$ cat src/rtl/mips_pkg.sv
// -----------------------------------------------------------------------------
// mips_pkg
// Shared definitions for the MIPS-style execute path: default datapath and
// register-specifier widths, and the ALU operation encoding. The ALU and the
// ID/EX pipeline register both import this package so that the opcode values
// carried through the pipeline always agree with what the ALU decodes.
// -----------------------------------------------------------------------------
package mips_pkg;

    // Default datapath width; the ALU is built for 32-bit operands.
    localparam int MIPS_DATA_W = 32;

    // Default register-specifier width (32 architectural registers).
    localparam int MIPS_REG_W  = 5;

    // Width of the ALU control field carried from ID into EX.
    localparam int ALU_CTRL_W  = 4;

    // Width of the shift-amount field.
    localparam int SHAMT_W     = 5;

    // ALU operation encoding shared with the ALU.
    typedef enum logic [3:0] {
        ALU_ADD = 4'b0000,
        ALU_SUB = 4'b0001,
        ALU_AND = 4'b0010,
        ALU_OR  = 4'b0011
    } alu_op_e;

endpackage : mips_pkg

$ cat src/rtl/forward_unit.sv
// -----------------------------------------------------------------------------
// forward_unit
// Operand bypass selection for one EX source operand. Picks between the
// in-flight EX/MEM result, the MEM/WB write-back value, and the value read
// from the register file in ID. The younger EX/MEM producer wins when both
// later stages target the same register. Register 0 is hard-wired to zero in
// the register file, so a write "to" it must never be bypassed.
//
// Ports
//   enable_i           operand slot holds a real instruction; when low the
//                      operand is driven to zero
//   src_i              registered source register specifier
//   reg_data_i         registered register-file read value
//   exmem_reg_write_i  EX/MEM stage will write a register
//   exmem_rd_i         EX/MEM destination register
//   exmem_data_i       EX/MEM ALU result
//   memwb_reg_write_i  MEM/WB stage will write a register
//   memwb_rd_i         MEM/WB destination register
//   memwb_data_i       MEM/WB write-back value
//   fwd_data_o         selected operand value
// -----------------------------------------------------------------------------
module forward_unit
    import mips_pkg::*;
#(
    parameter int DATA_W = MIPS_DATA_W,
    parameter int REG_W  = MIPS_REG_W
) (
    input  logic              enable_i,
    input  logic [REG_W-1:0]  src_i,
    input  logic [DATA_W-1:0] reg_data_i,
    input  logic              exmem_reg_write_i,
    input  logic [REG_W-1:0]  exmem_rd_i,
    input  logic [DATA_W-1:0] exmem_data_i,
    input  logic              memwb_reg_write_i,
    input  logic [REG_W-1:0]  memwb_rd_i,
    input  logic [DATA_W-1:0] memwb_data_i,
    output logic [DATA_W-1:0] fwd_data_o
);

    localparam logic [REG_W-1:0]  REG_ZERO  = {REG_W{1'b0}};
    localparam logic [DATA_W-1:0] DATA_ZERO = {DATA_W{1'b0}};

    // A producer matches only if it really writes, targets a non-zero
    // register, and that register is the one this operand reads.
    function automatic logic fwd_hit(
        input logic             reg_write,
        input logic [REG_W-1:0] rd,
        input logic [REG_W-1:0] src
    );
        return reg_write && (rd != REG_ZERO) && (rd == src);
    endfunction

    logic exmem_hit_s;
    logic memwb_hit_s;

    assign exmem_hit_s = fwd_hit(exmem_reg_write_i, exmem_rd_i, src_i);
    assign memwb_hit_s = fwd_hit(memwb_reg_write_i, memwb_rd_i, src_i);

    // Priority bypass mux: empty slot > EX/MEM > MEM/WB > register file.
    always_comb begin
        fwd_data_o = DATA_ZERO;
        if (!enable_i) begin
            fwd_data_o = DATA_ZERO;
        end else if (exmem_hit_s) begin
            fwd_data_o = exmem_data_i;
        end else if (memwb_hit_s) begin
            fwd_data_o = memwb_data_i;
        end else begin
            fwd_data_o = reg_data_i;
        end
    end

endmodule : forward_unit

$ cat src/rtl/id_ex_stage.sv
// -----------------------------------------------------------------------------
// id_ex_stage
// ID/EX pipeline register with load-use hazard detection and EX operand
// forwarding. Decoded ID fields are captured on the rising clock edge and
// presented to EX one cycle later; the ALU operands are then bypassed from
// the EX/MEM and MEM/WB stages combinationally.
//
// Per-edge update priority: reset > flush > stall > load-use bubble > load.
// A bubble clears the valid bit and every control that has a side effect,
// and zeroes the datapath fields as well so that an empty slot is all-zero.
//
// Ports
//   clk, reset            rising-edge clock, synchronous active-high reset
//   stall                 hold the ID/EX register
//   flush                 turn the next EX slot into a bubble
//   id_*                  decoded instruction fields from ID
//   exmem_*, memwb_*      forwarding sources from later stages
//   ex_data1, ex_data2    ALU operands (data2 is imm when alu_src)
//   ex_store_data         forwarded rt value for stores
//   ex_alu_control,
//   ex_shamt, ex_dest     registered ALU op, shift amount, destination reg
//   ex_valid, ex_reg_write, ex_mem_read, ex_mem_write, ex_mem_to_reg
//                         registered valid and controls for EX/MEM
//   load_use_hazard       asks IF/ID to hold ID for one cycle
// -----------------------------------------------------------------------------
module id_ex_stage
    import mips_pkg::*;
#(
    parameter int DATA_W = MIPS_DATA_W,
    parameter int REG_W  = MIPS_REG_W
) (
    input  logic                  clk,
    input  logic                  reset,
    input  logic                  stall,
    input  logic                  flush,
    input  logic                  id_valid,
    input  logic [DATA_W-1:0]     id_rs_data,
    input  logic [DATA_W-1:0]     id_rt_data,
    input  logic [DATA_W-1:0]     id_imm,
    input  logic [REG_W-1:0]      id_rs,
    input  logic [REG_W-1:0]      id_rt,
    input  logic [REG_W-1:0]      id_rd,
    input  logic [ALU_CTRL_W-1:0] id_alu_control,
    input  logic [SHAMT_W-1:0]    id_shamt,
    input  logic                  id_alu_src,
    input  logic                  id_reg_dst,
    input  logic                  id_reg_write,
    input  logic                  id_mem_read,
    input  logic                  id_mem_write,
    input  logic                  id_mem_to_reg,
    input  logic                  exmem_reg_write,
    input  logic [REG_W-1:0]      exmem_rd,
    input  logic [DATA_W-1:0]     exmem_alu_result,
    input  logic                  memwb_reg_write,
    input  logic [REG_W-1:0]      memwb_rd,
    input  logic [DATA_W-1:0]     memwb_write_data,
    output logic [DATA_W-1:0]     ex_data1,
    output logic [DATA_W-1:0]     ex_data2,
    output logic [ALU_CTRL_W-1:0] ex_alu_control,
    output logic [SHAMT_W-1:0]    ex_shamt,
    output logic [DATA_W-1:0]     ex_store_data,
    output logic [REG_W-1:0]      ex_dest,
    output logic                  ex_valid,
    output logic                  ex_reg_write,
    output logic                  ex_mem_read,
    output logic                  ex_mem_write,
    output logic                  ex_mem_to_reg,
    output logic                  load_use_hazard
);

    localparam logic [DATA_W-1:0]     DATA_ZERO  = {DATA_W{1'b0}};
    localparam logic [REG_W-1:0]      REG_ZERO   = {REG_W{1'b0}};
    localparam logic [ALU_CTRL_W-1:0] CTRL_ZERO  = {ALU_CTRL_W{1'b0}};
    localparam logic [SHAMT_W-1:0]    SHAMT_ZERO = {SHAMT_W{1'b0}};

    // ---------------------------------------------------------------------
    // ID/EX register fields
    // ---------------------------------------------------------------------
    logic                  valid_q,       valid_d;
    logic [DATA_W-1:0]     rs_data_q,     rs_data_d;
    logic [DATA_W-1:0]     rt_data_q,     rt_data_d;
    logic [DATA_W-1:0]     imm_q,         imm_d;
    logic [REG_W-1:0]      rs_q,          rs_d;
    logic [REG_W-1:0]      rt_q,          rt_d;
    logic [REG_W-1:0]      dest_q,        dest_d;
    logic [ALU_CTRL_W-1:0] alu_control_q, alu_control_d;
    logic [SHAMT_W-1:0]    shamt_q,       shamt_d;
    logic                  alu_src_q,     alu_src_d;
    logic                  reg_write_q,   reg_write_d;
    logic                  mem_read_q,    mem_read_d;
    logic                  mem_write_q,   mem_write_d;
    logic                  mem_to_reg_q,  mem_to_reg_d;

    logic                  hazard_s;
    logic [DATA_W-1:0]     fwd_rs_s;
    logic [DATA_W-1:0]     fwd_rt_s;

    // A load in EX whose target is read by the instruction in ID cannot be
    // bypassed in time; a write to register 0 never creates a dependency.
    always_comb begin
        hazard_s = 1'b0;
        if (valid_q && mem_read_q && (dest_q != REG_ZERO) && id_valid) begin
            hazard_s = (dest_q == id_rs) || (dest_q == id_rt);
        end else begin
            hazard_s = 1'b0;
        end
    end

    assign load_use_hazard = hazard_s;

    // Next-state selection for the ID/EX register. Stall outranks the
    // hazard bubble so a held instruction is never lost; flush outranks
    // stall so a killed slot empties even while the pipe is frozen.
    always_comb begin
        valid_d       = valid_q;
        rs_data_d     = rs_data_q;
        rt_data_d     = rt_data_q;
        imm_d         = imm_q;
        rs_d          = rs_q;
        rt_d          = rt_q;
        dest_d        = dest_q;
        alu_control_d = alu_control_q;
        shamt_d       = shamt_q;
        alu_src_d     = alu_src_q;
        reg_write_d   = reg_write_q;
        mem_read_d    = mem_read_q;
        mem_write_d   = mem_write_q;
        mem_to_reg_d  = mem_to_reg_q;
        if (flush || (!stall && (hazard_s || !id_valid))) begin
            // Bubble: everything zero, including don't-care datapath fields.
            valid_d       = 1'b0;
            rs_data_d     = DATA_ZERO;
            rt_data_d     = DATA_ZERO;
            imm_d         = DATA_ZERO;
            rs_d          = REG_ZERO;
            rt_d          = REG_ZERO;
            dest_d        = REG_ZERO;
            alu_control_d = CTRL_ZERO;
            shamt_d       = SHAMT_ZERO;
            alu_src_d     = 1'b0;
            reg_write_d   = 1'b0;
            mem_read_d    = 1'b0;
            mem_write_d   = 1'b0;
            mem_to_reg_d  = 1'b0;
        end else if (stall) begin
            // Hold: the defaults above already keep every field.
            valid_d       = valid_q;
        end else begin
            valid_d       = 1'b1;
            rs_data_d     = id_rs_data;
            rt_data_d     = id_rt_data;
            imm_d         = id_imm;
            rs_d          = id_rs;
            rt_d          = id_rt;
            dest_d        = id_reg_dst ? id_rd : id_rt;
            alu_control_d = id_alu_control;
            shamt_d       = id_shamt;
            alu_src_d     = id_alu_src;
            reg_write_d   = id_reg_write;
            mem_read_d    = id_mem_read;
            mem_write_d   = id_mem_write;
            mem_to_reg_d  = id_mem_to_reg;
        end
    end

    // ID/EX register with synchronous reset that discards any held entry.
    always_ff @(posedge clk) begin
        if (reset) begin
            valid_q       <= 1'b0;
            rs_data_q     <= DATA_ZERO;
            rt_data_q     <= DATA_ZERO;
            imm_q         <= DATA_ZERO;
            rs_q          <= REG_ZERO;
            rt_q          <= REG_ZERO;
            dest_q        <= REG_ZERO;
            alu_control_q <= CTRL_ZERO;
            shamt_q       <= SHAMT_ZERO;
            alu_src_q     <= 1'b0;
            reg_write_q   <= 1'b0;
            mem_read_q    <= 1'b0;
            mem_write_q   <= 1'b0;
            mem_to_reg_q  <= 1'b0;
        end else begin
            valid_q       <= valid_d;
            rs_data_q     <= rs_data_d;
            rt_data_q     <= rt_data_d;
            imm_q         <= imm_d;
            rs_q          <= rs_d;
            rt_q          <= rt_d;
            dest_q        <= dest_d;
            alu_control_q <= alu_control_d;
            shamt_q       <= shamt_d;
            alu_src_q     <= alu_src_d;
            reg_write_q   <= reg_write_d;
            mem_read_q    <= mem_read_d;
            mem_write_q   <= mem_write_d;
            mem_to_reg_q  <= mem_to_reg_d;
        end
    end

    // ---------------------------------------------------------------------
    // Operand forwarding, one unit per source operand
    // ---------------------------------------------------------------------
    forward_unit #(
        .DATA_W (DATA_W),
        .REG_W  (REG_W)
    ) u_fwd_rs (
        .enable_i          (valid_q),
        .src_i             (rs_q),
        .reg_data_i        (rs_data_q),
        .exmem_reg_write_i (exmem_reg_write),
        .exmem_rd_i        (exmem_rd),
        .exmem_data_i      (exmem_alu_result),
        .memwb_reg_write_i (memwb_reg_write),
        .memwb_rd_i        (memwb_rd),
        .memwb_data_i      (memwb_write_data),
        .fwd_data_o        (fwd_rs_s)
    );

    forward_unit #(
        .DATA_W (DATA_W),
        .REG_W  (REG_W)
    ) u_fwd_rt (
        .enable_i          (valid_q),
        .src_i             (rt_q),
        .reg_data_i        (rt_data_q),
        .exmem_reg_write_i (exmem_reg_write),
        .exmem_rd_i        (exmem_rd),
        .exmem_data_i      (exmem_alu_result),
        .memwb_reg_write_i (memwb_reg_write),
        .memwb_rd_i        (memwb_rd),
        .memwb_data_i      (memwb_write_data),
        .fwd_data_o        (fwd_rt_s)
    );

    // Second ALU operand: immediate when alu_src, else bypassed rt. The
    // store data path always takes bypassed rt, whatever alu_src says.
    always_comb begin
        ex_data2 = DATA_ZERO;
        if (!valid_q) begin
            ex_data2 = DATA_ZERO;
        end else if (alu_src_q) begin
            ex_data2 = imm_q;
        end else begin
            ex_data2 = fwd_rt_s;
        end
    end

    assign ex_data1       = fwd_rs_s;
    assign ex_store_data  = fwd_rt_s;
    assign ex_alu_control = alu_control_q;
    assign ex_shamt       = shamt_q;
    assign ex_dest        = dest_q;
    assign ex_valid       = valid_q;
    assign ex_reg_write   = reg_write_q;
    assign ex_mem_read    = mem_read_q;
    assign ex_mem_write   = mem_write_q;
    assign ex_mem_to_reg  = mem_to_reg_q;

endmodule : id_ex_stage

$ cat config.mk
export PLATFORM = sky130hd
export DESIGN_NAME = id_ex_stage
export DESIGN_NICKNAME = d
export VERILOG_FILES = /design/src/rtl/mips_pkg.sv /design/src/rtl/forward_unit.sv /design/src/rtl/id_ex_stage.sv
export SDC_FILE = /design/constraint.sdc
export NUM_CORES = 1
export LEC_CHECK = 0
export BUFFER_PORTS_ARGS = -buffer_cell sky130_fd_sc_hd__buf_2
export CAP_MARGIN = 20
export CORE_ASPECT_RATIO = 0.7
export CORE_MARGIN = 2
export CORE_UTILIZATION = 41
export DETAILED_ROUTE_END_ITERATION = 16
export PLACE_DENSITY = 0.74
export SYNTH_ARGS = -nofsm -noshare
export SYNTH_HDL_FRONTEND = slang
export SYNTH_SLANG_ARGS = --single-unit
$ cat constraint.sdc
create_clock -name clk -period 2.4 [get_ports clk]
set_clock_uncertainty 0.15 [all_clocks]
set_input_delay 0.48 -clock clk [delete_from_list [all_inputs] [get_ports clk]]
set_output_delay 0.48 -clock clk [all_outputs]
set_load 0.1 [all_outputs]
==> impl_summary.md, run 1 <==
Clock network
CTS saw 126 sinks. The number of H-tree branching levels is 4. The number of buffers on the longest clock path is 2.

The tree is rooted in a sky130_fd_sc_hd__clkbuf_16. The number of buffers added to fix hold violations after cts is 0. In this run, CTS created clock tree buffers numbering 17.

Die
The die height is 107 um. The initial utilization of the core area, before any placement, comes to 0.419. The floorplan has 37 rows. The boundary pin count is 323. The width of the die is 151 um.

Synthesis
The mean cell area of the mapped netlist is 9.08 um2. The post-synthesis net count is 887. The area share of the largest cell type after synthesis is 0.409. Of the synthesized area, sequential elements account for 0.409.

In the synthesized netlist the dominant register cell turns out to be sky130_fd_sc_hd__dfxtp_1. The synthesized instance count is 680. The synthesized design contains 0 enable-type register cells.

The netlist uses 37 different library cells. Yosys printed 0 warnings. After synthesis, the cell types taking the most area are sky130_fd_sc_hd__dfxtp_1 41%, sky130_fd_sc_hd__a22o_1 18%, sky130_fd_sc_hd__mux2i_1 5.2%, sky130_fd_sc_hd__o21ai_1 4.8%, sky130_fd_sc_hd__a32oi_1 4.4%. Counting flops and latches in the post-synthesis netlist gives 126. The fraction of registers with async set/reset is 0. The synthesized netlist occupies a cell area of 6170 um2. The cell type with the highest aggregate area in the netlist is sky130_fd_sc_hd__dfxtp_1.

Placed design
Port buffering added 322 buffers. The HPWL after detailed placement is 19700 um. The routability congestion estimate from global placement is 0.916.

GRT
The number of antenna violations at the first check in global routing is 11. Entering global routing, the biggest net connects 80 pins. In the global route stage, overall resource usage came out at 0.757. The total overflow left after global routing is 11.

STA
Once global-route timing repair stopped, the endpoint with the least setup slack was ex_store_data[6]. After the last repair the worst path ends at a primary output.

Run status
The tool reported: "[ERROR GRT-0232] Routing congestion too high. Check the congestion heatmap in the GUI". The flow stopped in 5_1_grt. The run stopped with a tool error.
## per-stage QoR
stage / area, um2 / cells / hold WS [ps] / setup slack, ps
after CTS: 13300 / 1258 / 116 / -695
after detailed placement: 11600 / 1200 / 305 / -735
after floorplan: 7950 / 680 / 291 / -1290
after global placement: 11600 / 1200 / 300 / -657
## timing repair
item	in CTS
buffers inserted	16
gates cloned	10
pin swaps	43
endpoints found under the setup margin	97
resized for setup	156
hold endpoints to repair	0
## logic make-up after synthesis
logic type / count (synthesis) / share of synthesized area
flops: 126 / 0.409
compound gates: 323 / 0.367
simple gates: 92 / 0.0679
mux: 37 / 0.0610
buf+inv: 72 / 0.0531
xor+xnor: 30 / 0.0426
## synth_stat cells, types with 2 or more instances
master	instances
sky130_fd_sc_hd__a21oi_1	33
sky130_fd_sc_hd__a22o_1	125
sky130_fd_sc_hd__a31oi_1	32
sky130_fd_sc_hd__a32oi_1	31
sky130_fd_sc_hd__buf_2	19
sky130_fd_sc_hd__buf_4	9
sky130_fd_sc_hd__clkbuf_1	43
sky130_fd_sc_hd__dfxtp_1	126
sky130_fd_sc_hd__mux2_2	5
sky130_fd_sc_hd__mux2i_1	32
sky130_fd_sc_hd__nand2_1	68
sky130_fd_sc_hd__nand3_1	7
sky130_fd_sc_hd__nor2_1	2
sky130_fd_sc_hd__o21ai_0	37
sky130_fd_sc_hd__o21ai_1	59
sky130_fd_sc_hd__or4_1	3
sky130_fd_sc_hd__xnor2_1	25
sky130_fd_sc_hd__xor2_1	5
## routing by layer
layer  GRT overflow  global-route usage
met4              5               0.712
met3              0               0.656
met2              6               0.914
met1              0               0.752
met5              0               0.220
==> inputs of run 2 (changes only) <==
--- a/config.mk
+++ b/config.mk
@@ -7,11 +7,10 @@
 export LEC_CHECK = 0
 export BUFFER_PORTS_ARGS = -buffer_cell sky130_fd_sc_hd__buf_2
 export CAP_MARGIN = 20
-export CORE_ASPECT_RATIO = 0.7
 export CORE_MARGIN = 2
-export CORE_UTILIZATION = 41
+export CORE_UTILIZATION = 40
 export DETAILED_ROUTE_END_ITERATION = 16
-export PLACE_DENSITY = 0.74
+export PLACE_DENSITY_LB_ADDON = 0.15
 export SYNTH_ARGS = -nofsm -noshare
 export SYNTH_HDL_FRONTEND = slang
 export SYNTH_SLANG_ARGS = --single-unit
==> constraint.sdc (replaced) <==
create_clock -name clk -period 3.1 [get_ports clk]
set_clock_uncertainty 0.15 [all_clocks]
set_input_delay 0.62 -clock clk [delete_from_list [all_inputs] [get_ports clk]]
set_output_delay 0.62 -clock clk [all_outputs]
set_load 0.1 [all_outputs]
==> run 2 against run 1 <==
Compared with the run above:
- the flow now finishes, with violations (negative setup slack)
- synthesized cell count unchanged
- area after synthesis unchanged
==> impl_summary.md, run 2 <==
Synthesis
The synthesized instance count is 680. The unique cell type count in the Yosys netlist is 37. The cell area after synthesis is 6170 um2. For this run, the register share of the synthesized area comes to 0.409. After synthesis, the share of flip-flops with an asynchronous set or reset is 0. The number of storage elements in the synthesis netlist is 126. The most common cell in the synthesized netlist is sky130_fd_sc_hd__dfxtp_1.

Sorting the synthesized cells by area gives the leading types as sky130_fd_sc_hd__dfxtp_1 41%, sky130_fd_sc_hd__a22o_1 18%, sky130_fd_sc_hd__mux2i_1 5.2%, sky130_fd_sc_hd__o21ai_1 4.8%, sky130_fd_sc_hd__a32oi_1 4.4%. The most used flip-flop cell after synthesis is sky130_fd_sc_hd__dfxtp_1. Sorting the synthesized cells by how often they occur yields 126 x sky130_fd_sc_hd__dfxtp_1, 125 x sky130_fd_sc_hd__a22o_1, 68 x sky130_fd_sc_hd__nand2_1. The mean cell area of the mapped netlist is 9.08 um2.

The number of warnings reported in the yosys synthesis log is 0. The cell type with the highest aggregate area in the netlist is sky130_fd_sc_hd__dfxtp_1. The count of flip-flops with a built-in enable after synthesis is 0. Of the post-synthesis cell area, the dominant cell type holds 0.409. The post-synthesis net count is 887.

GRT
The first-pass GRT wire length is 45600 um. The number of global-route vias before repair is 8045. The number of antenna violations at the first check in global routing is 3. The pin count of the biggest net entering global routing is 89. The total congestion overflow is 0. The combined global-route utilization of all metal layers is 0.362.

Clock network
Counting the buffers created by CTS gives 17. The clock passes through at most 2 buffers. For this design, the sink count on the clock tree is 126. The number of H-tree branching levels is 4. The clock input transition at the sequential cells of the worst setup and hold paths is 60 ps. At the later pin of the worst-skew pair, clock insertion delay measures 430 ps.

The root buffer cell chosen for the clock tree is sky130_fd_sc_hd__clkbuf_16. TritonCTS built the clock tree.

Critical path
The worst setup path is launched from a flop. STA puts the critical path data required time at 2330 ps. STA puts the critical path data arrival time at 2650 ps. The kind of cell with the highest combined delay along the critical path is simple AND/OR/NAND/NOR gates. The largest driver fanout on the critical path is 5. The element type at the critical path end is an output port. Across all register-to-register paths, the minimum setup slack is 950 ps. In this run the critical register-to-register path is launched from ex_valid.

The critical path goes through xnor2_2, nand2_1, or4_4, buf_12, buf_8, buf_6, a21oi_4, buf_12. The critical path class is reg2out. The endpoint identified for the worst register-to-register timing path is rs_data_q[9]. The worst register-to-register path has a depth of 6.

The slowest cell on the critical path is sky130_fd_sc_hd__or4_4. The cell seen most often among critical-path stages is sky130_fd_sc_hd__buf_12. Counting both buffers and inverters, the worst setup path holds a total of 4. The largest single stage delay on the critical path is 680 ps.

Drt
After detailed routing, the average wire length per cell comes to 29.2 um. The detail-routed via count per cell is 6.62. The remaining routing DRC violations is 0. The number of nets with antenna violations after routing is 0. The first TritonRoute pass finished after 5 iterations. The vias after detailed routing is 8395. For this block, the initial DRC count from the detailed router was 783. The final layout contains routed wiring with a total length of 37100 um.

Finish
The largest registers in the layout are imm_q (32), rs_data_q (32), rt_data_q (32). Summing all flip-flop and latch instances after layout gives 2550 um2. In the final layout, the multi-input gates occupy 5740 um2. The filler-free cell count of the finished design is 1269. The count of fill cells added during filler insertion is 572.

Once layout is complete, the utilization of the core stands at 0.910. In the layout the commonest cells are 218 x sky130_fd_sc_hd__buf_2, 125 x sky130_fd_sc_hd__a22o_1, 122 x sky130_fd_sc_hd__buf_12, 115 x sky130_fd_sc_hd__dfxtp_1, 50 x sky130_fd_sc_hd__o21ai_4. At the end of the flow, the number of nets in the layout was 1271. Leaving out fill and tap cells, the most frequent cell in the layout is sky130_fd_sc_hd__buf_2.

The area of all placed cells without fillers is 13800 um2. Relative to the synthesized area, the layout overhead comes to 123%. The share of final-layout standard cells stronger than drive strength 1 is 0.692.

Die
The number of rows in the core area is 45. The area of the core is 15100 um2. The floorplan step set the die width to 128 um. For this configuration, the core starts out at a cell density of 0.408. The die covers 16400 um2. 323 I/O pins were placed. Measured along the y axis, the die boundary spans 128 um.

STA
Setup repair after global routing could not meet its margin everywhere. The number of pins exceeding their max-slew limit in the final report was 0. Headroom to the max-slew limit came out at 0.607. The number of failing hold endpoints at the final stage is 0. The slack of the critical path is -316 ps. The final critical path time including I/O delays and setup is 3420 ps. For the pin with the worst max-slew slack, the measured transition is 589 ps. Timing would allow up to 293 MHz.

Setup violations remaining at the end of the flow were counted as 96. The share of the clock period used by the worst path after layout is 1.10.

Power
Across the VDD grid, the largest voltage drop is 0.000348 V. The power dissipated by switching net loads is 1260 uW. In this run the power density over the cells is 324 nW/um2. Of the total power, the share spent switching nets is 0.283. The static leakage is 0.00508 uW. The relative contribution of sequential cells to total power is 0.378. The internal portion of the total power is 3200 uW.

The power share of the combinational group is 0.163. Of the total power, the clock network draws 0.459.

Placed design
The placement-stage cell area is 11300 um2. The HPWL after detailed placement is 19100 um. At the end of routability-driven placement, the weighted congestion stood at 0.887.

The count of buffers added on input and output ports is 322. Counting tap cells, the placed design contains a total of 1173 instances. Prior to clock tree synthesis, the placed netlist has a worst setup slack of -322 ps.

Min path
The worst hold path begins at id_alu_control[0]. For hold timing, the worst endpoint is ex_alu_control[0]. The path class of the tightest hold or removal check is in2reg. Along the worst hold path, the cell count comes to 2.

Run status
The flow ran to the end, but the final reports show violations. The final reports fail on negative setup slack.

Flow run
Max-cap violations in this run came to 0.
[run 2: cell counts after synthesis]
No cell type changed its count.
[run 2: cells by family (layout without fill, tap and decap cells)]
kind of cell	after synthesis	count (layout)	synth area share
compound gates	323	323	0.367
xor+xnor	30	30	0.0426
buf+inv	72	467	0.0531
flops	126	126	0.409
mux	37	37	0.0610
other cells	0	4	0
simple gates	92	94	0.0679
[run 2: routing by layer]
layer  GRT usage  part of all wire  vias up  wire, um
met5           0                 0        -         0
met4       0.232             0.084        0      3120
met3      0.0760             0.091      231      3380
met2       0.639              0.50      727     18400
met1       0.394              0.33     4019     12200
li1            -                 -     3418         -
[run 2: layout make-up]
cell class | count | share of cell area
clock inverter | 15 | 0.0123
clock buffer | 17 | 0.0309
antenna | 4 | 0.000726
sequential | 126 | 0.185
timing repair buffer | 435 | 0.337
multi-input combinational | 484 | 0.417
tap | 188 | 0.0171
[run 2: worst max-delay path by stage]
| stage | start | end | slack (ps) | cells after the start |
|---|---|---|---|---|
| 2_1_floorplan | memwb_rd[4] | ex_data2[31] | -870 | 6 |
| 3_3_place_gp | memwb_rd[4] | ex_data1[13] | -280 | 8 |
| 3_5_place_dp | memwb_rd[4] | ex_data1[17] | -320 | 8 |
| 4_1_cts | exmem_rd[2] | ex_data2[19] | -120 | 8 |
| 5_1_grt | rt_q[4] | ex_store_data[29] | -370 | 7 |
| 6_report | rt_q[4] | ex_store_data[17] | -320 | 8 |
[run 2: per-stage QoR]
stage	total power (uW)	setup TNS (ps)	hold slack, ps
global placement	2270	-14390	301
finish	4470	-16120	254
global route	4580	-21900	236
floorplan	2020	-8270	291
CTS	4350	-7020	252
detailed placement	2280	-16330	304
[run 2: power by group through the flow]
stage               clock network, uW  registers [uW]  logic, uW
floorplan                           0            1750        267
global placement                    0            1720        559
detailed placement                  0            1720        568
CTS                              2020            1680        645
global route                     2140            1690        753
finish                           2050            1690        729
[run 2: worst reg2reg max path: stages (launching register included)]
cell and delay, ps:
sky130_fd_sc_hd__dfxtp_2 350, sky130_fd_sc_hd__buf_4 300, sky130_fd_sc_hd__nand3_1 150, sky130_fd_sc_hd__a21oi_1 280
sky130_fd_sc_hd__a21oi_4 150, sky130_fd_sc_hd__buf_12 240, sky130_fd_sc_hd__a22o_1 410
[run 2: what timing repair did]
action                     in CTS  in global routing
setup buffers                  31                 18
hold endpoints to repair        0                  0
pin swaps                      50                 34
setup endpoints to repair      96                 96
hold buffers                    0                  0
resized for setup             157                 91
gates cloned                    7                  7
Power figures use the tool's default switching activity.
==> inputs of run 3 (changes only) <==
==> constraint.sdc (replaced) <==
create_clock -name clk -period 3.6 [get_ports clk]
set_clock_uncertainty 0.15 [all_clocks]
set_input_delay 0.72 -clock clk [delete_from_list [all_inputs] [get_ports clk]]
set_output_delay 0.72 -clock clk [all_outputs]
set_load 0.1 [all_outputs]
==> run 3 against run 2 <==
Compared with the run above:
- the run now ends clean
- via count decreased by 17%
- sequential power fell by 15%
- first-iteration DRC count is 35% lower
- clock-buffer cell count up 4
- critical path depth unchanged
- combinational power down 37%
- largest cell class unchanged
- largest power group unchanged
==> impl_summary.md, run 3 (synthesized netlist as in run 2, its figures left out) <==
GRT
The first global-routing pass estimated 37500 um of wire. For met1 alone, demand over resource in global routing was 0.348. In this run the most used layer during global routing was met2. The pin count of the biggest net entering global routing is 127. For met2 alone, demand over resource in global routing was 0.492. The combined global-route utilization of all metal layers is 0.292. The met3 track demand over resource is 0.0705. The number of global-route vias before repair came to 6962. The number of antenna violations at the first check in global routing came to 6. After global routing the overflow that remains totals 0.

Die
The die is 128 um tall. The floorplan step set the die width to 128 um. The number of rows in the core area is 45. The area of the die is 16400 um2. The boundary pin count is 323. For this configuration, the core starts out at a cell density of 0.408. The area of the core is 15100 um2.

Placed design
The instance count after placement with tap cells included is 1150. In this run the tool buffered the top-level ports with 322 buffer cells. The HPWL after detailed placement is 17500 um. Routability-driven placement finished with a final weighted congestion of 0.845.

After detailed placement, the total cell area comes to 10500 um2.

Min path
Along the worst hold path, the cell count comes to 1. The path category of the worst min-delay check is reg2reg. The endpoint of the worst hold path is ex_mem_to_reg.

The startpoint identified for the worst hold timing path is ex_mem_to_reg.

STA
The number of failing hold endpoints at the final stage is 0. Setup repair after global routing could not meet its margin everywhere. The number of pins exceeding their max-slew limit in the final report was 0. Setup violations remaining at the end of the flow were counted as 0.

For this run, the top clock speed supported by timing is 284 MHz. In the finished design, the share of the clock period the worst path needs comes to 0.979. The final critical path time including I/O delays and setup is 3520 ps. The slew at the pin with the worst max-slew slack is 633 ps. Headroom to the max-slew limit came out at 0.575.

Finish
The top cell types in the final layout, fill and taps aside, are 226 x sky130_fd_sc_hd__buf_2, 125 x sky130_fd_sc_hd__a22o_1, 125 x sky130_fd_sc_hd__dfxtp_1, 108 x sky130_fd_sc_hd__buf_12, 68 x sky130_fd_sc_hd__nand2_1. The signed area change from the synthesized netlist to the final layout is 80.0%. For this run, the share of the core covered by cells in the final layout is 0.733.

Leaving out fill and tap cells, the most frequent cell in the layout is sky130_fd_sc_hd__buf_2. The largest registers in the layout are imm_q (32), rs_data_q (32), rt_data_q (32). The share of final-layout standard cells stronger than drive strength 1 is 0.490. After filler insertion, the fill cell instance count of the layout stands at 1108. The final layout net count is 1191. The area of all placed cells without fillers is 11100 um2. The filler-free cell count of the finished design is 1190.

Critical path
The largest driver fanout on the critical path is 17. The critical path in this run is classified as in2out. Walking the worst path, the cells encountered are buf_2, or4_1, o21ai_2, or4_4, nand2_2, buf_12, o211ai_1, buf_12. The worst setup path is launched from an input port. The data arrival time of the critical path is 2650 ps.

Counting stages on the worst path, the most repeated cell is sky130_fd_sc_hd__buf_12. The element type at the critical path end is an output port. The critical path contains buffers and inverters numbering 3 combined. The worst reg2reg path endpoint is rt_data_q[17]. STA puts the critical path data required time at 2730 ps.

The worst register-to-register path begins at ex_dest[4]. In this design, the largest share of critical-path delay is due to simple AND/OR/NAND/NOR gates. The depth of the most critical reg-to-reg path is 5. The largest single stage delay on the critical path is 530 ps. The slowest cell on the critical path is sky130_fd_sc_hd__or4_1. Counting buffers and inverters, the worst setup path is 8 cells deep. The slack of the worst reg-to-reg path is 1530 ps.

Clock network
The worst-skew pair later-pin latency is 410 ps. The clock net sink count is 126. The CTS root buffer is sky130_fd_sc_hd__clkbuf_16.

The number of buffers on the longest clock path is 2. After clock tree synthesis, the flow added hold-fix buffers numbering 0. After clock tree synthesis, the clock-pin slew on the worst setup and hold paths is 60 ps. The number of H-tree branching levels is 4. The total CTS buffers is 17. TritonCTS built the clock tree.

Drt
The detail-routed via count per cell is 5.84. The detailed router finished its first iteration with 506 violations. After detailed routing, the average wire length per cell comes to 20.8 um. After detailed routing, the total wire length is 24700 um. The final route contains 6950 vias. The first detailed-routing pass ran for 5 iterations. After detailed routing, the number of remaining DRC violations is 0. The number of nets with antenna violations after routing is 0.

Power
VDD sags by at most 0.000328 V. Power comes to 3490 uW. For this design the static power due to leakage is 0.00399 uW. For this design the ratio of total power to cell area is 314 nW/um2.

Flow run
Across the run, the number of max-cap violations was 0.

Run status
The run finished with clean final reports.
## run 3: cell types whose count changed in the layout (fill, tap and decap cells not counted), sizes merged
cell / delta
diode: +1
clkinvlp: -1
inv: -1
or2: -1
bufinv: -2
clkbuf: -1
buf: -74
## run 3: worst register-to-register path, cell delays in order, from the launching register on
cell and delay, ps:
sky130_fd_sc_hd__dfxtp_1 360, sky130_fd_sc_hd__nor3_1 290, sky130_fd_sc_hd__a21oi_1 170, sky130_fd_sc_hd__a21oi_4 460
sky130_fd_sc_hd__buf_12 330, sky130_fd_sc_hd__a22o_1 250
## run 3: routing by layer
layer,part of all wire,wire [um]
met2,0.50,12400
met4,0.027,667
met1,0.39,9590
met3,0.083,2060
met5,0.00065,16
## run 3: final cells by class
type / instances / area [um2] / share of cell area
timing repair buffer: 356 / 3500 / 0.315
clock inverter: 11 / 93.8 / 0.00845
sequential: 126 / 2520 / 0.227
tap: 188 / 235 / 0.0212
clock buffer: 21 / 450 / 0.0405
antenna: 5 / 12.5 / 0.00113
multi-input combinational: 483 / 4290 / 0.386
## run 3: worst max path at each step
stage | start | slack, ps | end
floorplan | memwb_rd[4] | -600 | ex_store_data[2]
global placement | exmem_rd[0] | 30 | ex_store_data[1]
detailed placement | exmem_rd[0] | 7 | ex_store_data[7]
CTS | memwb_rd[4] | 20 | ex_data2[30]
global route | exmem_rd[0] | -20 | ex_data2[31]
finish | exmem_rd[0] | 80 | ex_data2[31]
## run 3: what timing repair did
action,CTS,global route
resized for setup,1,11
endpoints found under the setup margin,1,34
cloned,0,2
buffers inserted,0,1
pin swaps,0,2
## run 3: power breakdown
part / internal [uW] / switching (uW) / total (uW)
Combinational: 185 / 273 / 458
Clock: 960 / 627 / 1590
Sequential: 1420 / 20.2 / 1440
Total: 2570 / 920 / 3490
## run 3: through the flow
stage / setup WS, ps / TNS [ps] / hold slack [ps]
6_report: 76.6 / 0 / 322
5_1_grt: -17.9 / -23.0 / 336
4_1_cts: 17.9 / 0 / 322
3_5_place_dp: 6.75 / 0 / 302
3_3_place_gp: 25.5 / 0 / 300
2_1_floorplan: -596 / -11540 / 291
